### src/rtl/main_decoder_seq.sv
// main_decoder_seq: registered main decoder with a multi-beat sequencer for
// vector memory ops (ldrv/strv). A vector op moves LANES byte lanes over a
// BEAT_LANES-wide memory port, one beat per cycle; fetch/decode is held
// (StallD) until the last beat issues, and a new instruction may be accepted
// during that last beat so it issues with no bubble.
//
// Ports:
//   clk, rst        clock, asynchronous active-high reset
//   InstrValid      decode-stage instruction present
//   Opcode, Func    instruction opcode (6b) and function field (3b)
//   FlushD          squash decode/sequencer; wins over InstrValid
//   StallD          hold fetch/decode (from registered state only)
//   CtrlValid       registered control word valid
//   RegW..ImmSrc    registered execute-stage controls
//   BeatIdx         current beat of a vector memory op, 0 otherwise
//   LastBeat        final (or only) beat of the current control word
//   Illegal         one-cycle pulse for an accepted unimplemented opcode
module main_decoder_seq #(
  parameter int unsigned LANES      = 16,
  parameter int unsigned BEAT_LANES = 4,
  parameter int unsigned BW         = ((LANES / BEAT_LANES) > 1) ? $clog2(LANES / BEAT_LANES) : 1
) (
  input  logic          clk,
  input  logic          rst,
  input  logic          InstrValid,
  input  logic [5:0]    Opcode,
  input  logic [2:0]    Func,
  input  logic          FlushD,
  output logic          StallD,
  output logic          CtrlValid,
  output logic          RegW,
  output logic          RegWV,
  output logic          MemtoReg,
  output logic          MemW,
  output logic          MemSrc,
  output logic          MemData,
  output logic          MemDataV,
  output logic          VecData,
  output logic          Branch,
  output logic          ALUOp,
  output logic          ALUSrc,
  output logic [1:0]    RegSrc,
  output logic [1:0]    ImmSrc,
  output logic [BW-1:0] BeatIdx,
  output logic          LastBeat,
  output logic          Illegal
);

  localparam int unsigned   NBEATS     = LANES / BEAT_LANES;
  localparam bit            MULTI_BEAT = (NBEATS > 1);
  localparam logic [BW-1:0] LAST_BEAT  = BW'(NBEATS - 1);

  typedef enum logic {IDLE, VMEM} state_t;

  // Control word held across the beats of a vector op. RegWV is kept apart
  // because for ldrv it only asserts on the final beat.
  typedef struct packed {
    logic       regW;
    logic       memtoReg;
    logic       memW;
    logic       memSrc;
    logic       memData;
    logic       memDataV;
    logic       vecData;
    logic       branch;
    logic       aluOp;
    logic       aluSrc;
    logic [1:0] regSrc;
    logic [1:0] immSrc;
    logic       illegal;
  } ctrl_t;

  state_t        state;
  ctrl_t         ctrlQ;
  ctrl_t         decWord;
  logic          decRegWV;
  logic          decMulti;
  logic          ctrlValidQ;
  logic          regWVQ;
  logic          lastQ;
  logic [BW-1:0] beatQ;
  logic          unusedFunc;

  assign unusedFunc = Func[2];

  always_comb begin
    decWord  = '0;
    decRegWV = 1'b0;
    decMulti = 1'b0;
    casez (Opcode)
      6'b000000: begin
        decWord.regW  = 1'b1;
        decWord.aluOp = 1'b1;
        if (Func[1:0] == 2'b11) begin
          decWord.aluSrc = 1'b1;
          decWord.immSrc = 2'b11;
        end
      end
      6'b100000: begin
        decRegWV      = 1'b1;
        decWord.aluOp = 1'b1;
      end
      6'b0010??: begin
        decWord.regW   = 1'b1;
        decWord.aluOp  = 1'b1;
        decWord.aluSrc = 1'b1;
      end
      6'b011000: begin
        decWord.memW   = 1'b1;
        decWord.aluSrc = 1'b1;
        decWord.regSrc = 2'b01;
      end
      6'b011001: begin
        decWord.regW     = 1'b1;
        decWord.memtoReg = 1'b1;
        decWord.aluSrc   = 1'b1;
      end
      6'b111000: begin
        decWord.memW   = 1'b1;
        decWord.memSrc = 1'b1;
        decWord.aluSrc = 1'b1;
        decWord.regSrc = 2'b01;
        decMulti       = 1'b1;
      end
      6'b111001: begin
        decWord.memtoReg = 1'b1;
        decWord.memSrc   = 1'b1;
        decWord.vecData  = 1'b1;
        decWord.aluSrc   = 1'b1;
        // A single-beat ldrv is its own last beat.
        decRegWV         = ~MULTI_BEAT;
        decMulti         = 1'b1;
      end
      6'b001100, 6'b001101: begin
        decWord.branch = 1'b1;
        decWord.aluOp  = 1'b1;
        decWord.regSrc = 2'b01;
      end
      6'b000100: begin
        decWord.branch = 1'b1;
        decWord.immSrc = 2'b01;
      end
      default: decWord.illegal = 1'b1;
    endcase
  end

  // Mid-sequence beats take priority; otherwise (IDLE or the last beat) the
  // stage is free to accept, which is what gives back-to-back issue.
  always_ff @(posedge clk or posedge rst) begin
    if (rst) begin
      state      <= IDLE;
      ctrlQ      <= '0;
      ctrlValidQ <= 1'b0;
      regWVQ     <= 1'b0;
      lastQ      <= 1'b0;
      beatQ      <= '0;
    end else if (FlushD) begin
      state      <= IDLE;
      ctrlQ      <= '0;
      ctrlValidQ <= 1'b0;
      regWVQ     <= 1'b0;
      lastQ      <= 1'b0;
      beatQ      <= '0;
    end else if (state == VMEM && beatQ != LAST_BEAT) begin
      beatQ      <= beatQ + BW'(1);
      ctrlValidQ <= 1'b1;
      if (beatQ + BW'(1) == LAST_BEAT) begin
        lastQ  <= 1'b1;
        regWVQ <= ctrlQ.vecData;
      end
    end else if (InstrValid) begin
      ctrlQ      <= decWord;
      ctrlValidQ <= 1'b1;
      beatQ      <= '0;
      if (decMulti && MULTI_BEAT) begin
        state  <= VMEM;
        lastQ  <= 1'b0;
        regWVQ <= 1'b0;
      end else begin
        state  <= IDLE;
        lastQ  <= 1'b1;
        regWVQ <= decRegWV;
      end
    end else begin
      state      <= IDLE;
      ctrlQ      <= '0;
      ctrlValidQ <= 1'b0;
      regWVQ     <= 1'b0;
      lastQ      <= 1'b0;
      beatQ      <= '0;
    end
  end

  assign StallD    = (state == VMEM) && (beatQ != LAST_BEAT);
  assign CtrlValid = ctrlValidQ;
  assign RegW      = ctrlQ.regW;
  assign RegWV     = regWVQ;
  assign MemtoReg  = ctrlQ.memtoReg;
  assign MemW      = ctrlQ.memW;
  assign MemSrc    = ctrlQ.memSrc;
  assign MemData   = ctrlQ.memData;
  assign MemDataV  = ctrlQ.memDataV;
  assign VecData   = ctrlQ.vecData;
  assign Branch    = ctrlQ.branch;
  assign ALUOp     = ctrlQ.aluOp;
  assign ALUSrc    = ctrlQ.aluSrc;
  assign RegSrc    = ctrlQ.regSrc;
  assign ImmSrc    = ctrlQ.immSrc;
  assign BeatIdx   = beatQ;
  assign LastBeat  = lastQ;
  assign Illegal   = ctrlQ.illegal;

endmodule

### config.mk
export PLATFORM = sky130hd
export DESIGN_NAME = main_decoder_seq
export DESIGN_NICKNAME = d
export VERILOG_FILES = /design/src/rtl/main_decoder_seq.sv
export SDC_FILE = /design/constraint.sdc
export NUM_CORES = 1
export LEC_CHECK = 0
export ABC_AREA = 1
export CORE_UTILIZATION = 43
export CTS_CLUSTER_DIAMETER = 40
export DETAILED_ROUTE_END_ITERATION = 10
export PLACE_DENSITY = 0.78
export SYNTH_ARGS = -nofsm -noshare
export SYNTH_HDL_FRONTEND = slang
export SYNTH_SLANG_ARGS = --single-unit
export TNS_END_PERCENT = 20
### constraint.sdc
create_clock -name clk -period 2.9 [get_ports clk]
set_input_delay 0.29 -clock clk [delete_from_list [all_inputs] [get_ports clk]]
set_output_delay 0.29 -clock clk [all_outputs]
set_load 0.03 [all_outputs]
Yosys cells after proc, flatten, opt, wreduce, memory -nomap -nowiden

Cells that the tools add are included.

Register bits: 21
Bits in latches: 0
Bits in writable memories: 0
Memory bits (read-only): 0
Input bits: 13
Output and inout bits: 21
Memories kept: 0

Add/sub/neg operators: 1
$mul: 0
Divide/modulo/power cells: 0
Magnitude comparators: 0
Eq/ne operators: 14
Shift operators: 0
Mux-type cells: 36
Bitwise logic cells: 0
Reduce and logical (&&, ||, !) cells: 11

Operators by type and width:

| cell                                                                    | count |
|---|---|
| 15-bit two-way mux                                                      | 3 |
| 1-bit two-way mux                                                       | 28 |
| 6-bit equality test, second input constant                              | 3 |
| 6-bit by 4-bit equality test with 1-bit output, second input constant   | 2 |
| 6-bit by 5-bit equality test with 1-bit output, second input constant   | 2 |
| 10-bit OR reduction                                                     | 1 |
| 5-bit OR reduction                                                      | 2 |
| 6-bit by 3-bit equality test with 1-bit output, second input constant   | 1 |
| 6-bit zero test                                                         | 1 |
| 2-bit two-way mux                                                       | 3 |
| 2-bit OR reduction                                                      | 3 |
| 3-bit OR reduction                                                      | 2 |
| 2-bit equality test, second input constant                              | 2 |
| 4-bit by 2-bit equality test with 1-bit output, second input constant   | 1 |
| 2-bit inequality test, second input constant                            | 2 |
| 2-bit one-hot mux with 2 select lines                                   | 1 |
| 4-bit OR reduction                                                      | 1 |
| 3-bit by 2-bit inequality test with 1-bit output, second input constant | 1 |
| 2-bit by 1-bit adder with 2-bit output, second input constant           | 1 |
| 1-bit one-hot mux with 2 select lines                                   | 1 |
| 1-bit logical AND                                                       | 1 |

Longest topological paths before layout

Gate-level depths: netlist of run 1.

Depth after elaboration: 7
Mapped depth: 8

Worst setup path after synthesis of run 1

No wires, ideal clock.

Path type: flip-flop to flip-flop
Start: reg beatQ[0] (netlist: BeatIdx[0])
End: reg ctrlQ, in the netlist Branch
Library setup time: 0.069 ns
Data arrival time: 1.526 ns
Data required time: 2.831 ns
Path slack: 1.305 ns
Stages on the path, launching flop included: 8
Period minus slack after synthesis: 1.595 ns
Cell sequence: dfrtp_1 > ha_1 > nor2_4 > nand2_1 > inv_2 > buf_6 > nand2_1 > nand3_1

Longest elaborated chain between the ends: 3

Ends and longest elaborated chain:

| what                            | line | RTL |
|---|---|---|
| start, declared                 | 81   | `logic [BW-1:0] beatQ;` |
| start signal, assigned          | 165  | `beatQ <= beatQ + BW'(1);` |
| 2-bit inequality test           | --   |  |
| 1-bit logical AND               | --   |  |
| via StallD                      | 29   | `output logic StallD,` |
| 2-bit inequality test (no line) | --   |  |
| end signal, assigned            | 172  | `ctrlQ <= decWord;` |
| end, declared                   | 74   | `ctrl_t ctrlQ;` |

The timed path passes the listed nets, and every way through them passes these cells.
A chain may end at the register's enable or synchronous reset.

Final worst setup path of run 1

Start: reg beatQ[0] (netlist: BeatIdx[0])
End: out StallD

Longest elaborated chain between the ends: 2

Ends and longest elaborated chain:

| what                  | line | RTL |
|---|---|---|
| 2-bit inequality test | 194  | `assign StallD = (state == VMEM) && (beatQ != LAST_BEAT);` |
| 1-bit logical AND     | 194  |  |
| end, declared         | 29   |  |

Every way passes these cells.

==> results of run 1 <==
[metrics by stage]
stage	setup WS (ps)	utilization
after floorplan	1300	-
after global placement	1160	0.612
after detailed placement	1100	0.612
after CTS	854	0.625
after global routing	797	0.625
final	872	0.625
[cell type report]
cell class | count | area, sq um
fill | 164 | 743
clock buffer | 4 | 26.3
inverter | 15 | 56.3
tap | 27 | 33.8
multi-input combinational | 83 | 407
timing repair buffer | 29 | 290
sequential | 17 | 425
[routing by layer]
metal | vias to the layer above | share of wire | routed length [microns]
met2 | 36 | 0.48 | 890
met5 | - | 0 | 0
met3 | 2 | 0.068 | 126
met4 | 0 | 0.012 | 22
li1 | 427 | - | -
met1 | 385 | 0.44 | 820
[how the worst min path moves through the flow]
stage,to,slack [ps],from
after CTS,ImmSrc[1],420,rst
final,ImmSrc[1],390,rst
after floorplan,ALUOp,220,rst
after global routing,ImmSrc[1],470,rst
after global placement,RegW,470,RegW
after detailed placement,MemtoReg,470,MemtoReg
[registers in the layout (all words and copies together) (netlist names)]
register / cells
ALUSrc: 1
MemSrc: 1
RegW: 1
MemtoReg: 1
LastBeat: 1
CtrlValid: 1
ALUOp: 1
Branch: 1
ImmSrc: 2
Illegal: 1
RegWV: 1
MemW: 1
BeatIdx: 2
RegSrc: 1
VecData: 1
[logic make-up after synthesis]
| kind of cell | Yosys count | share of synthesized area |
|---|---|---|
| buf+inv | 20 | 0.106 |
| flops | 17 | 0.461 |
| fa+ha+maj | 2 | 0.0271 |
| simple gates | 72 | 0.369 |
| other cells | 1 | 0.00407 |
| compound gates | 6 | 0.0326 |
[Yosys cell counts (2+ instances only)]
cell type / instances / share of area
buf_4: 4 / 0.033
inv_1: 14 / 0.057
nand4_1: 4 / 0.027
nand2_1: 36 / 0.15
ha_1: 2 / 0.027
dfrtp_1: 17 / 0.46
o21ai_0: 3 / 0.016
nor2_4: 4 / 0.049
nand3_1: 12 / 0.065
nor2_1: 11 / 0.045
nor2_2: 2 / 0.014
o21ai_1: 2 / 0.011
[power by group through the flow]
stage          combinational (mW)  sequential [mW]  clock [mW]
2_1_floorplan              0.0349            0.256           0
3_3_place_gp               0.0717            0.248           0
3_5_place_dp               0.0734            0.248           0
4_1_cts                    0.0736            0.243       0.124
5_1_grt                    0.0793            0.244       0.134
6_report                   0.0732            0.243       0.118
[critical path, cell delays in order, from the launching register on]
cell,delay [ps]
dfrtp_1,420
ha_1,240
nor2_4,140
clkdlybuf4s50_1,680
==> results.ini, run 1 <==
[outcome]
status = finished clean

[layout]
stdcell_count = 175
final_cell_mix = nand2_1, clkdlybuf4s50_1, dfrtp_1
n_antenna_cell = 0
drive_above_1_share = 0.0743
nNetsFinal = 164
postLayoutCellArea_sq_um = 1240
area_growth_pct = 34.3
final_common_cell = nand2_1

[global_routing]
grt_pass1_wl_microns = 3220
use_met3 = 0.0314
grt-ovfl-total = 0
gr-max-usage-layer = met2
met1_usage = 0.235
grtUsageTotal = 0.176
grt_max_degree = 18
use_met2 = 0.291
antenna_found_initial = 0
grt_pass1_vias = 732

[yosys]
async_flop_share = 1.00
yosys_register_bits = 17
seq_area_frac_synth = 0.461
synth_top_flop_cell = dfrtp_1
synth.distinct_cells = 19
synth_edf_count = 0
syn-mean-instance-area_sq_um = 7.81
synth_cells = 118
yosysWarnings = 0
synth_area_sq_um = 922

[timing]
setup_tns_ps = 0
hold_violations = 0
fin_crit_sh = 0.699
fin_crit_ps = 2030
whs_ps = 393
worst-slew-pin-transition_ps = 621
max_slew_margin = 0.586
rsz0062_at_grt = false
setup_violations = 0
skew_ps = 4.88
fmax_ghz = 0.493
drv_slew = 0

[drt]
first_pass_iters = 4
drt_first_iter_violations = 21
routed_via_density = 4.86
drc = 0
wl_microns = 1860
wire_per_inst_microns = 10.6
ant_nets = 0
vias = 850

[place]
place_inst = 171
dp_hpwl_microns = 1480
placed_area_sq_um = 1210
globalplace.congestion = 0.865
io_buffers = 29

[die]
fp.dieH_microns = 48.3
die_x_microns = 48.3
start_util = 0.465
ios = 34
die_area_sq_um = 2330
rows = 16
coreArea_sq_um = 1980

[worst_setup_path]
crit_end = StallD
r2r-end = ImmSrc[0]
path_max_fanout = 4
crit_path_start = BeatIdx[0]
reg2reg_depth = 6
critPathCaptureType = output pin
r2r-start = BeatIdx[0]
critPathLaunchType = flop
critPathKind = flop to output pin
worstPathArrival_ps = 1740
critPathRequiredTime_ps = 2610
r2r_slack_ps = 1340

[power_and_ir_drop]
power.density_nw_per_um2 = 351
switching_share = 0.258
p_leak_nw = 0.624
p_seq_frac = 0.559
internal_power_mw = 0.323
pwr-share-clk = 0.272
switchingPower_mw = 0.112
vdd_drop_max_uv = 193
p_total_mw = 0.435
combinationalPowerShare = 0.168

[flow_run]
maxCapViolCount = 0

[cts]
clk_pin_slew_worst_paths_ps = 90
htree_levels = 1
insertion_delay_ps = 270
cts_inserted_buffers = 3
ctsLongestPathBuffers = 2
cts-resized-gates = 0
cts_setup_buffers = 0
cts_tree = yes
cts_hold_buffers = 0
cts_sinks = 17
root_buffer = clkbuf_4

[worst_hold_path]
min_path_type = input pin to asynchronous set/reset pin

Power figures use the tool's default switching activity.
==> run 2, diff against run 1 <==
==> constraint.sdc (replaced) <==
create_clock -name clk -period 2.1 [get_ports clk]
set_input_delay 0.21 -clock clk [delete_from_list [all_inputs] [get_ports clk]]
set_output_delay 0.21 -clock clk [all_outputs]
set_load 0.03 [all_outputs]
==> results.ini, run 2 (synthesis results as in run 1) <==
[worst_setup_path]
critPathRequiredTime_ps = 1890
path_cells = ha_1 -> nor2_4 -> clkdlybuf4s50_1
path_max_fanout = 4
slowest_delay_ps = 680
path_delay_family = buffers and inverters
critPathCaptureType = output pin
worstPathArrival_ps = 1750
critPathKind = flop to output pin
critPathBufInv = 1
r2r_slack_ps = 600
critPathLaunchType = flop
cp_slowest_cell = clkdlybuf4s50_1

[drt]
drt_first_iter_violations = 10
drc = 0
routed_via_density = 4.81
first_pass_iters = 4
wire_per_inst_microns = 10.4
vias = 846
ant_nets = 0
wl_microns = 1830

[cts]
ctsLongestPathBuffers = 2
cts_inserted_buffers = 3
cts_hold_buffers = 0
clk_pin_slew_worst_paths_ps = 90
htree_levels = 1
cts_sinks = 17
insertion_delay_ps = 280
cts_setup_buffers = 0
cts_tree = yes
root_buffer = clkbuf_4
cts-resized-gates = 0

[place]
io_buffers = 29
globalplace.congestion = 0.861
dp_hpwl_microns = 1500
place_ws_ps = 443

[global_routing]
grtUsageTotal = 0.179
grt_pass1_wl_microns = 3190
grt_pass1_vias = 795
grt-ovfl-total = 0
antenna_found_initial = 0
grt_max_degree = 18

[power_and_ir_drop]
power.density_nw_per_um2 = 487
p_leak_nw = 0.630
vdd_drop_max_uv = 300

[die]
ios = 34
coreArea_sq_um = 1980
start_util = 0.465
die_area_sq_um = 2330
die_x_microns = 48.3
rows = 16
fp.dieH_microns = 48.3

[timing]
drv_slew = 0
skew_ps = 2.41
setup_tns_ps = 0
fin_crit_sh = 0.933
setup_violations = 0
fmax_ghz = 0.510
rsz0062_at_grt = false
layout_setup_ws_ps = 140
worst-slew-pin-transition_ps = 629
hold_violations = 0
max_slew_margin = 0.580
fin_crit_ps = 1960

[layout]
area_growth_pct = 35.1
nNetsFinal = 165
num-fill-cells = 175
final_cell_mix = nand2_1, clkdlybuf4s50_1, dfrtp_1
final_common_cell = nand2_1
n_antenna_cell = 0
drive_above_1_share = 0.0805

[flow_run]
maxCapViolCount = 0

[outcome]
status = finished clean

[worst_hold_path]
min_path_type = input pin to asynchronous set/reset pin

==> run 2: changes by cell type in the layout (fill, tap and decap cells not counted) <==
cell / change
buf_4: +1
==> run 2: per-layer routing <==
metal | global-route usage | wire (microns)
met4 | 0.103 | 40
met1 | 0.211 | 841
met2 | 0.303 | 851
met5 | 0 | 0
met3 | 0.0346 | 95
==> run 2: layout make-up <==
class / count / area [sq um] / area share
sequential: 17 / 425 / 0.341
multi-input combinational: 83 / 407 / 0.326
timing repair buffer: 30 / 298 / 0.239
inverter: 15 / 56.3 / 0.0452
tap: 27 / 33.8 / 0.0271
clock buffer: 4 / 26.3 / 0.0211
==> run 2: per-stage QoR <==
step                      utilization  total power [mW]  cell area (sq um)  cells  hold slack [ps]
after detailed placement        0.616             0.445               1220    172              467
final                           0.629             0.607               1250    176              302
after global routing            0.629             0.635               1250    176              364
after floorplan                     -             0.402                930    120              136
after CTS                       0.629             0.614               1250    176              319
after global placement          0.616             0.442               1220    172              467
==> run 2: worst paths after layout <==
check / startpoint / end / cells after the start
worst max-delay path: BeatIdx[0] / StallD / 3
worst min-delay path: rst / ALUSrc / 2
worst max register to register: BeatIdx[0] / RegWV / 6
worst min register to register: MemW / MemW / 2
max in group asynchronous: rst / RegWV / 2
min in group clk: MemW / MemW / 2
==> run 2: where the power goes <==
part / leakage [nW] / switching, mW / internal [mW] / total, mW
Clock: 0.0150 / 0.0951 / 0.0737 / 0.169
Sequential: 0.234 / 0.00256 / 0.333 / 0.335
Combinational: 0.381 / 0.0620 / 0.0404 / 0.102
Total: 0.630 / 0.160 / 0.447 / 0.607
==> run 3, diff against run 2 <==
--- a/config.mk
+++ b/config.mk
@@ -9,6 +9,7 @@
 export CORE_UTILIZATION = 43
 export CTS_CLUSTER_DIAMETER = 40
 export DETAILED_ROUTE_END_ITERATION = 10
+export MAX_ROUTING_LAYER = met4
 export PLACE_DENSITY = 0.78
 export SYNTH_ARGS = -nofsm -noshare
 export SYNTH_HDL_FRONTEND = slang
==> results.ini, run 3 (synthesis results as in run 1) <==
[drt]
drt_first_iter_violations = 23
first_pass_iters = 4
drc = 0
vias = 825
wire_per_inst_microns = 10.7
wl_microns = 1890
ant_nets = 0
routed_via_density = 4.69

[cts]
cts_sinks = 17
ctsLongestPathBuffers = 2
cts-resized-gates = 0
insertion_delay_ps = 280
cts_inserted_buffers = 3
htree_levels = 1
cts_tree = yes
cts_setup_buffers = 0
clk_pin_slew_worst_paths_ps = 90
root_buffer = clkbuf_4
cts_hold_buffers = 0

[layout]
nNetsFinal = 165
multi_input_area_sq_um = 407
seq_area_sq_um = 425
final_cell_mix = nand2_1, clkdlybuf4s50_1, dfrtp_1
drive_above_1_share = 0.0805
final_common_cell = nand2_1
n_antenna_cell = 0
stdcell_count = 176
area_growth_pct = 35.1
num-fill-cells = 169

[timing]
skew_ps = 0.818
hold_violations = 0
setup_tns_ps = 0
layout_setup_ws_ps = 158
worst-slew-pin-transition_ps = 630
rsz0062_at_grt = false
fin_crit_sh = 0.925
fin_crit_ps = 1940
max_slew_margin = 0.580
whs_ps = 310
fmax_ghz = 0.515
drv_slew = 0
setup_violations = 0

[power_and_ir_drop]
vdd_drop_max_uv = 308
p_leak_nw = 0.630
combinationalPowerShare = 0.170
switching_share = 0.262
switchingPower_mw = 0.159
internal_power_mw = 0.447
p_seq_frac = 0.554
pwr-share-clk = 0.276
power.density_nw_per_um2 = 486
p_total_mw = 0.606

[worst_hold_path]
min_path_type = input pin to asynchronous set/reset pin

[worst_setup_path]
critPathKind = flop to output pin
worstPathArrival_ps = 1730
critPathCaptureType = output pin
path_max_fanout = 4
critPathRequiredTime_ps = 1890
critPathLaunchType = flop

[die]
rows = 16
die_area_sq_um = 2330
coreArea_sq_um = 1980
start_util = 0.465
ios = 34
die_x_microns = 48.3
fp.dieH_microns = 48.3

[place]
dp_hpwl_microns = 1480
place_ws_ps = 463
place_inst = 172
globalplace.congestion = 0.839
io_buffers = 29

[global_routing]
grt_pass1_vias = 784
grt_pass1_wl_microns = 3350
grt_max_degree = 18
antenna_found_initial = 0
grt-ovfl-total = 0
grtUsageTotal = 0.189

[flow_run]
maxCapViolCount = 0

[outcome]
status = finished clean

run 3: cell counts in the layout (fill, tap and decap cells not counted):
Identical to the previous run, type by type.
run 3: final timing paths:
check	startpoint	endpoint	slack, ps	cells after the start
worst max-delay path	BeatIdx[0]	StallD	160	3
worst min-delay path	rst	MemW	310	2
worst max register to register	BeatIdx[0]	RegWV	620	6
worst min register to register	BeatIdx[0]	BeatIdx[0]	480	1
max in group asynchronous	rst	MemtoReg	1390	2
min in group clk	BeatIdx[0]	BeatIdx[0]	480	1
run 3: per-layer routing:
metal / vias up / track usage / part of all wire
met4: 0 / 0.0735 / 0.0095
met2: 23 / 0.317 / 0.49
met5: - / - / 0
li1: 423 / - / -
met1: 377 / 0.230 / 0.46
met3: 2 / 0.0283 / 0.037
run 3: metrics by stage:
stage	utilization	cell area (sq um)
floorplan	-	930
global placement	0.616	1220
detailed placement	0.616	1220
CTS	0.629	1250
global route	0.629	1250
finish	0.629	1250
run 3: power groups by stage:
| stage | Combinational [mW] | Sequential, mW | Clock, mW |
|---|---|---|---|
| floorplan | 0.0481 | 0.354 | 0 |
| global placement | 0.101 | 0.342 | 0 |
| detailed placement | 0.103 | 0.342 | 0 |
| CTS | 0.104 | 0.336 | 0.177 |
| global route | 0.112 | 0.336 | 0.189 |
| finish | 0.103 | 0.336 | 0.167 |
run 3: worst max-delay path: stages, from the launching register on:
cell and delay, ps:
dfrtp_1 410, ha_1 230, nor2_4 130, clkdlybuf4s50_1 670
run 3: area by class of cell:
cell class	count	share of cell area
flip-flops and latches	17	0.341
well taps	27	0.0271
repair buffers	30	0.239
clock buffers	4	0.0211
inverters	15	0.0452
multi-input cells	83	0.326
==> RTL change 1 (config.mk and constraints of run 2) <==
`BEAT_LANES`: 4 -> 16.
--- a/src/rtl/main_decoder_seq.sv
+++ b/src/rtl/main_decoder_seq.sv
@@ -17,7 +17,7 @@
 //   Illegal         one-cycle pulse for an accepted unimplemented opcode
 module main_decoder_seq #(
   parameter int unsigned LANES      = 16,
-  parameter int unsigned BEAT_LANES = 4,
+  parameter int unsigned BEAT_LANES = 16,
   parameter int unsigned BW         = ((LANES / BEAT_LANES) > 1) ? $clog2(LANES / BEAT_LANES) : 1
 ) (
   input  logic          clk,
Interface: changed (resized BeatIdx); port bits go from 34 to 33. No check against the original RTL was run, so the function may have changed too.
==> RTL change 1 against run 2 <==
Cell count decreased by 28%; sequential cell count decreased by 3; synthesized cell count decreased by 30%; largest power group unchanged; worst setup slack improved by 0.48 ns; non-clock buffer count decreased by 4; wire length decreased by 34%; total power decreased by 8.8%; synthesized area decreased by 26%; design area decreased by 22%; highest routed layer unchanged; largest cell class unchanged.
==> RTL change 1: results (changes against run 2) <==
outcome=completed; Netlist cell types=16 (-3); Inserted Clock Buffers=3 (unchanged); max reg flops=2; number of global-route vias before repair=538 (-32%); routed via count=604 (-29%); Iter 0 DRT Violations=10 (unchanged); drt pass-1 iters=4 (unchanged); Non-Filler Instances=126 (-28%); Seq/Total Area, Yosys=51.47% (+5.3 points); Max clock buf depth=2 (unchanged); count leader, synth=nor2_1; Worst Path Arrival=1.27 ns (-0.48 ns); CP peak stage delay=0.66 ns (-0.02 ns); main area contributors after synthesis=dfrtp_1 (51%), nor2_1 (9.4%), nand2_1 (7.2%), buf_4 (6.6%), nand3_1 (5.9%); number of gates resized after cts=0 (unchanged); Final HPWL DP=988.5 µm (-34%); first-pass GRT wire length=2111 µm (-34%); top cells by count, synth=nor2_1 (17), dfrtp_1 (14), nand2_1 (13); gr usage total=15.97% (-1.9 points); WL final=1200 µm (-34%); Yosys warnings=0 (unchanged); initial antenna violation count=0 (unchanged); # fillers=119 (-32%); cell family with most CP delay=buffers and inverters; Clock Pin Slew Worst Setup and Hold Paths=0.08 ns; Mapped Cells=83 (-30%); pin count of the biggest net entering global routing=15 (-3); H-tree Lvls=1 (unchanged); number of diodes=0 (unchanged); WHS=0.2539 ns (-0.04820 ns); Crit Path Max Fanout=2 (-2); Leak=0.4849 nW (-23%); share of synthesized registers carrying an async set or reset=100.0% (unchanged); number of buffers added on ports=26 (-10%); Top FF cell, synth=dfrtp_1; Root Buffer=clkbuf_4; DP Cell Count=122 (-29%); Peak VDD IR=244.2 µV (-19%); Overflow after GRT=0 (unchanged); GP Congestion=0.8608 (about the same); postcts setup bufs=0 (unchanged); share of cells above drive strength 1=9.009% (+0.96 points)
RTL change 1: logic make-up (layout without fill, tap and decap cells):
group / after synthesis / in the layout / synth area share, %
simple gates: 47 / 47 / 32.17
compound gates: 4 / 4 / 3.125
other cells: 1 / 5 / 0.5509
flops: 14 / 14 / 51.47
buf+inv: 17 / 41 / 12.68
RTL change 1: final cells by class:
type / count / area share, %
Sequential cell: 14 / 36.27
Timing Repair Buffer: 26 / 26.94
Multi-Input combinational cell: 56 / 26.81
Inverter: 11 / 4.275
Clock buffer: 4 / 3.756
Tap cell: 15 / 1.943
RTL change 1: where the power goes:
group / total [mW] / internal, mW / switching (mW)
clock: 0.182 / 0.105 / 0.0768
combinational: 0.0964 / 0.0371 / 0.0593
sequential: 0.275 / 0.273 / 0.00112
total: 0.553 / 0.416 / 0.137
RTL change 1: how the worst max path moves through the flow:
stage | endpoint | from | slack (ns) | cells after the start
floorplan | LastBeat | CtrlValid$_DFF_PP0_ | 1.19 | 1
finish | LastBeat | CtrlValid$_DFF_PP0_ | 0.62 | 1
global route | LastBeat | CtrlValid$_DFF_PP0_ | 0.57 | 1
detailed placement | ALUSrc$_DFF_PP0_ | Opcode[4] | 0.63 | 6
CTS | LastBeat | CtrlValid$_DFF_PP0_ | 0.61 | 1
global placement | ALUSrc$_DFF_PP0_ | Opcode[1] | 0.66 | 6
RTL change 1: routing by layer:
metal	global-route usage (%)	wire [µm]
met2	27.50	604
met1	18.01	510
met5	0	0
met3	1.739	64
met4	11.61	21
RTL change 1: through the flow:
| step | setup slack (ns) | area, µm² |
|---|---|---|
| detailed placement | 0.6316 | 929.6 |
| floorplan | 1.187 | 695.7 |
| finish | 0.6204 | 965.9 |
| global route | 0.5686 | 965.9 |
| global placement | 0.6590 | 929.6 |
| CTS | 0.6078 | 965.9 |
==> RTL change 2 (settings of run 2) <==
Made on the original files. Make the reset (`rst`) synchronous in one clocked block. Comments in the files are not updated.
--- a/src/rtl/main_decoder_seq.sv
+++ b/src/rtl/main_decoder_seq.sv
@@ -146,7 +146,7 @@
 
   // Mid-sequence beats take priority; otherwise (IDLE or the last beat) the
   // stage is free to accept, which is what gives back-to-back issue.
-  always_ff @(posedge clk or posedge rst) begin
+  always_ff @(posedge clk) begin
     if (rst) begin
       state      <= IDLE;
       ctrlQ      <= '0;
Formal check against the unedited RTL: differs if rst is asserted again (counterexample within 4 cycles, from zero or initial values and one cycle with rst high); with rst held inactive, the same outputs for 10 cycles.
==> RTL change 2 against run 2 <==
Synthesized area is the same; wire length is 8.2% higher; register-to-register slack better by 0.14 ns; sequential cell count is the same; non-clock buffer count fell by 1; critical path depth unchanged; die area did not move; design area is 1.0% higher; count of clock-buffer cells in the layout shrank 1; sequential power decreased by 2%; total power fell by 1.7%; cell count up 10%; sequential share of layout area fell by 7.1 points; worst setup slack worse by 0.032 ns; critical path type unchanged; largest cell class is now multi-input gates.
==> RTL change 2: results (changes against run 2) <==
Top FF cell, synth=dfxtp_1; # fillers=190 (+8.6%); share of synthesized registers carrying an async set or reset=0% (-100 points); clock skew=0.003136 ns (+0.0007222 ns); number of global-route vias before repair=831 (+4.5%); Final HPWL DP=1597 µm (+6.2%); M1 WL=911 µm (+8.3%); Iter 0 DRT Violations=22 (+12); DP Cell Count=190 (+10%); clock-net power=0.174 mW (+3%); Netlist cell types=22 (+3); pin count of the biggest net entering global routing=11 (-7); top cells by count, synth=nand2_1 (39), dfxtp_1 (17), inv_1 (17); via density per instance=4.747 (-1.2%); first-pass GRT wire length=3470 µm (+8.6%); Peak VDD IR=251.1 µV (-16%); Min-Delay Path Class=reg -> reg; CP peak stage delay=0.70 ns (+0.02 ns); Peak Freq=502.1 MHz (-1.6%); Crit Path Max Fanout=7 (+3); Post-DP Area=0.001231 mm² (+0.92%); outcome=completed; Routed wire per std cell=10.20 µm (-1.8%); sequential power=0.328 mW (-2%); Final #Nets=183 (+11%)
[RTL change 2: cell types whose count changed after synthesis, moves of 2 or more]
cell / change
a21oi_1: +4
dfrtp_1: -17
dfxtp_1: +17
inv_1: +3
inv_2: +2
nand2_1: +3
nand4_1: -3
nor2_1: +3
o21ai_0: +2
[RTL change 2: kinds of logic (layout without fill, tap and decap cells)]
family / Yosys count / in the layout / share of synthesized area [%]
AND/OR/NAND/NOR: 78 / 78 / 41.38
buffers and inverters: 24 / 54 / 11.13
flip-flops: 17 / 17 / 36.91
AO/OA/AOI/OAI: 13 / 13 / 7.462
adder cells (fa/ha/maj): 2 / 2 / 2.713
other: 1 / 3 / 0.4067
[RTL change 2: routing by layer]
metal	vias up	GRT usage (%)
met1	409	23.24
met5	-	0
met3	2	3.459
li1	476	-
met4	0	4.412
met2	34	33.10
[RTL change 2: final timing paths]
path / start / end
setup / recovery: BeatIdx[0]$_SDFF_PP0_ / StallD
setup reg to reg: BeatIdx[0]$_SDFF_PP0_ / MemW$_SDFFE_PP0N_
hold / removal: Illegal$_SDFFE_PP0N_ / Illegal$_SDFFE_PP0N_
hold reg to reg: Illegal$_SDFFE_PP0N_ / Illegal$_SDFFE_PP0N_
[RTL change 2: cell type report]
class | count | share of cell area (%)
sequential | 17 | 27.04
tap | 27 | 2.684
multi-input combinational | 96 | 38.67
inverter | 21 | 6.362
timing repair buffer | 29 | 23.06
clock buffer | 3 | 1.789
clock inverter | 1 | 0.3976
[RTL change 2: worst reg2reg max path, stage by stage (launching register included)]
cell and delay (ns):
dfxtp_1 0.35, ha_1 0.25, nor2_4 0.20, nand2_1 0.15, inv_1 0.20, nand2_1 0.07
o21ai_0 0.08
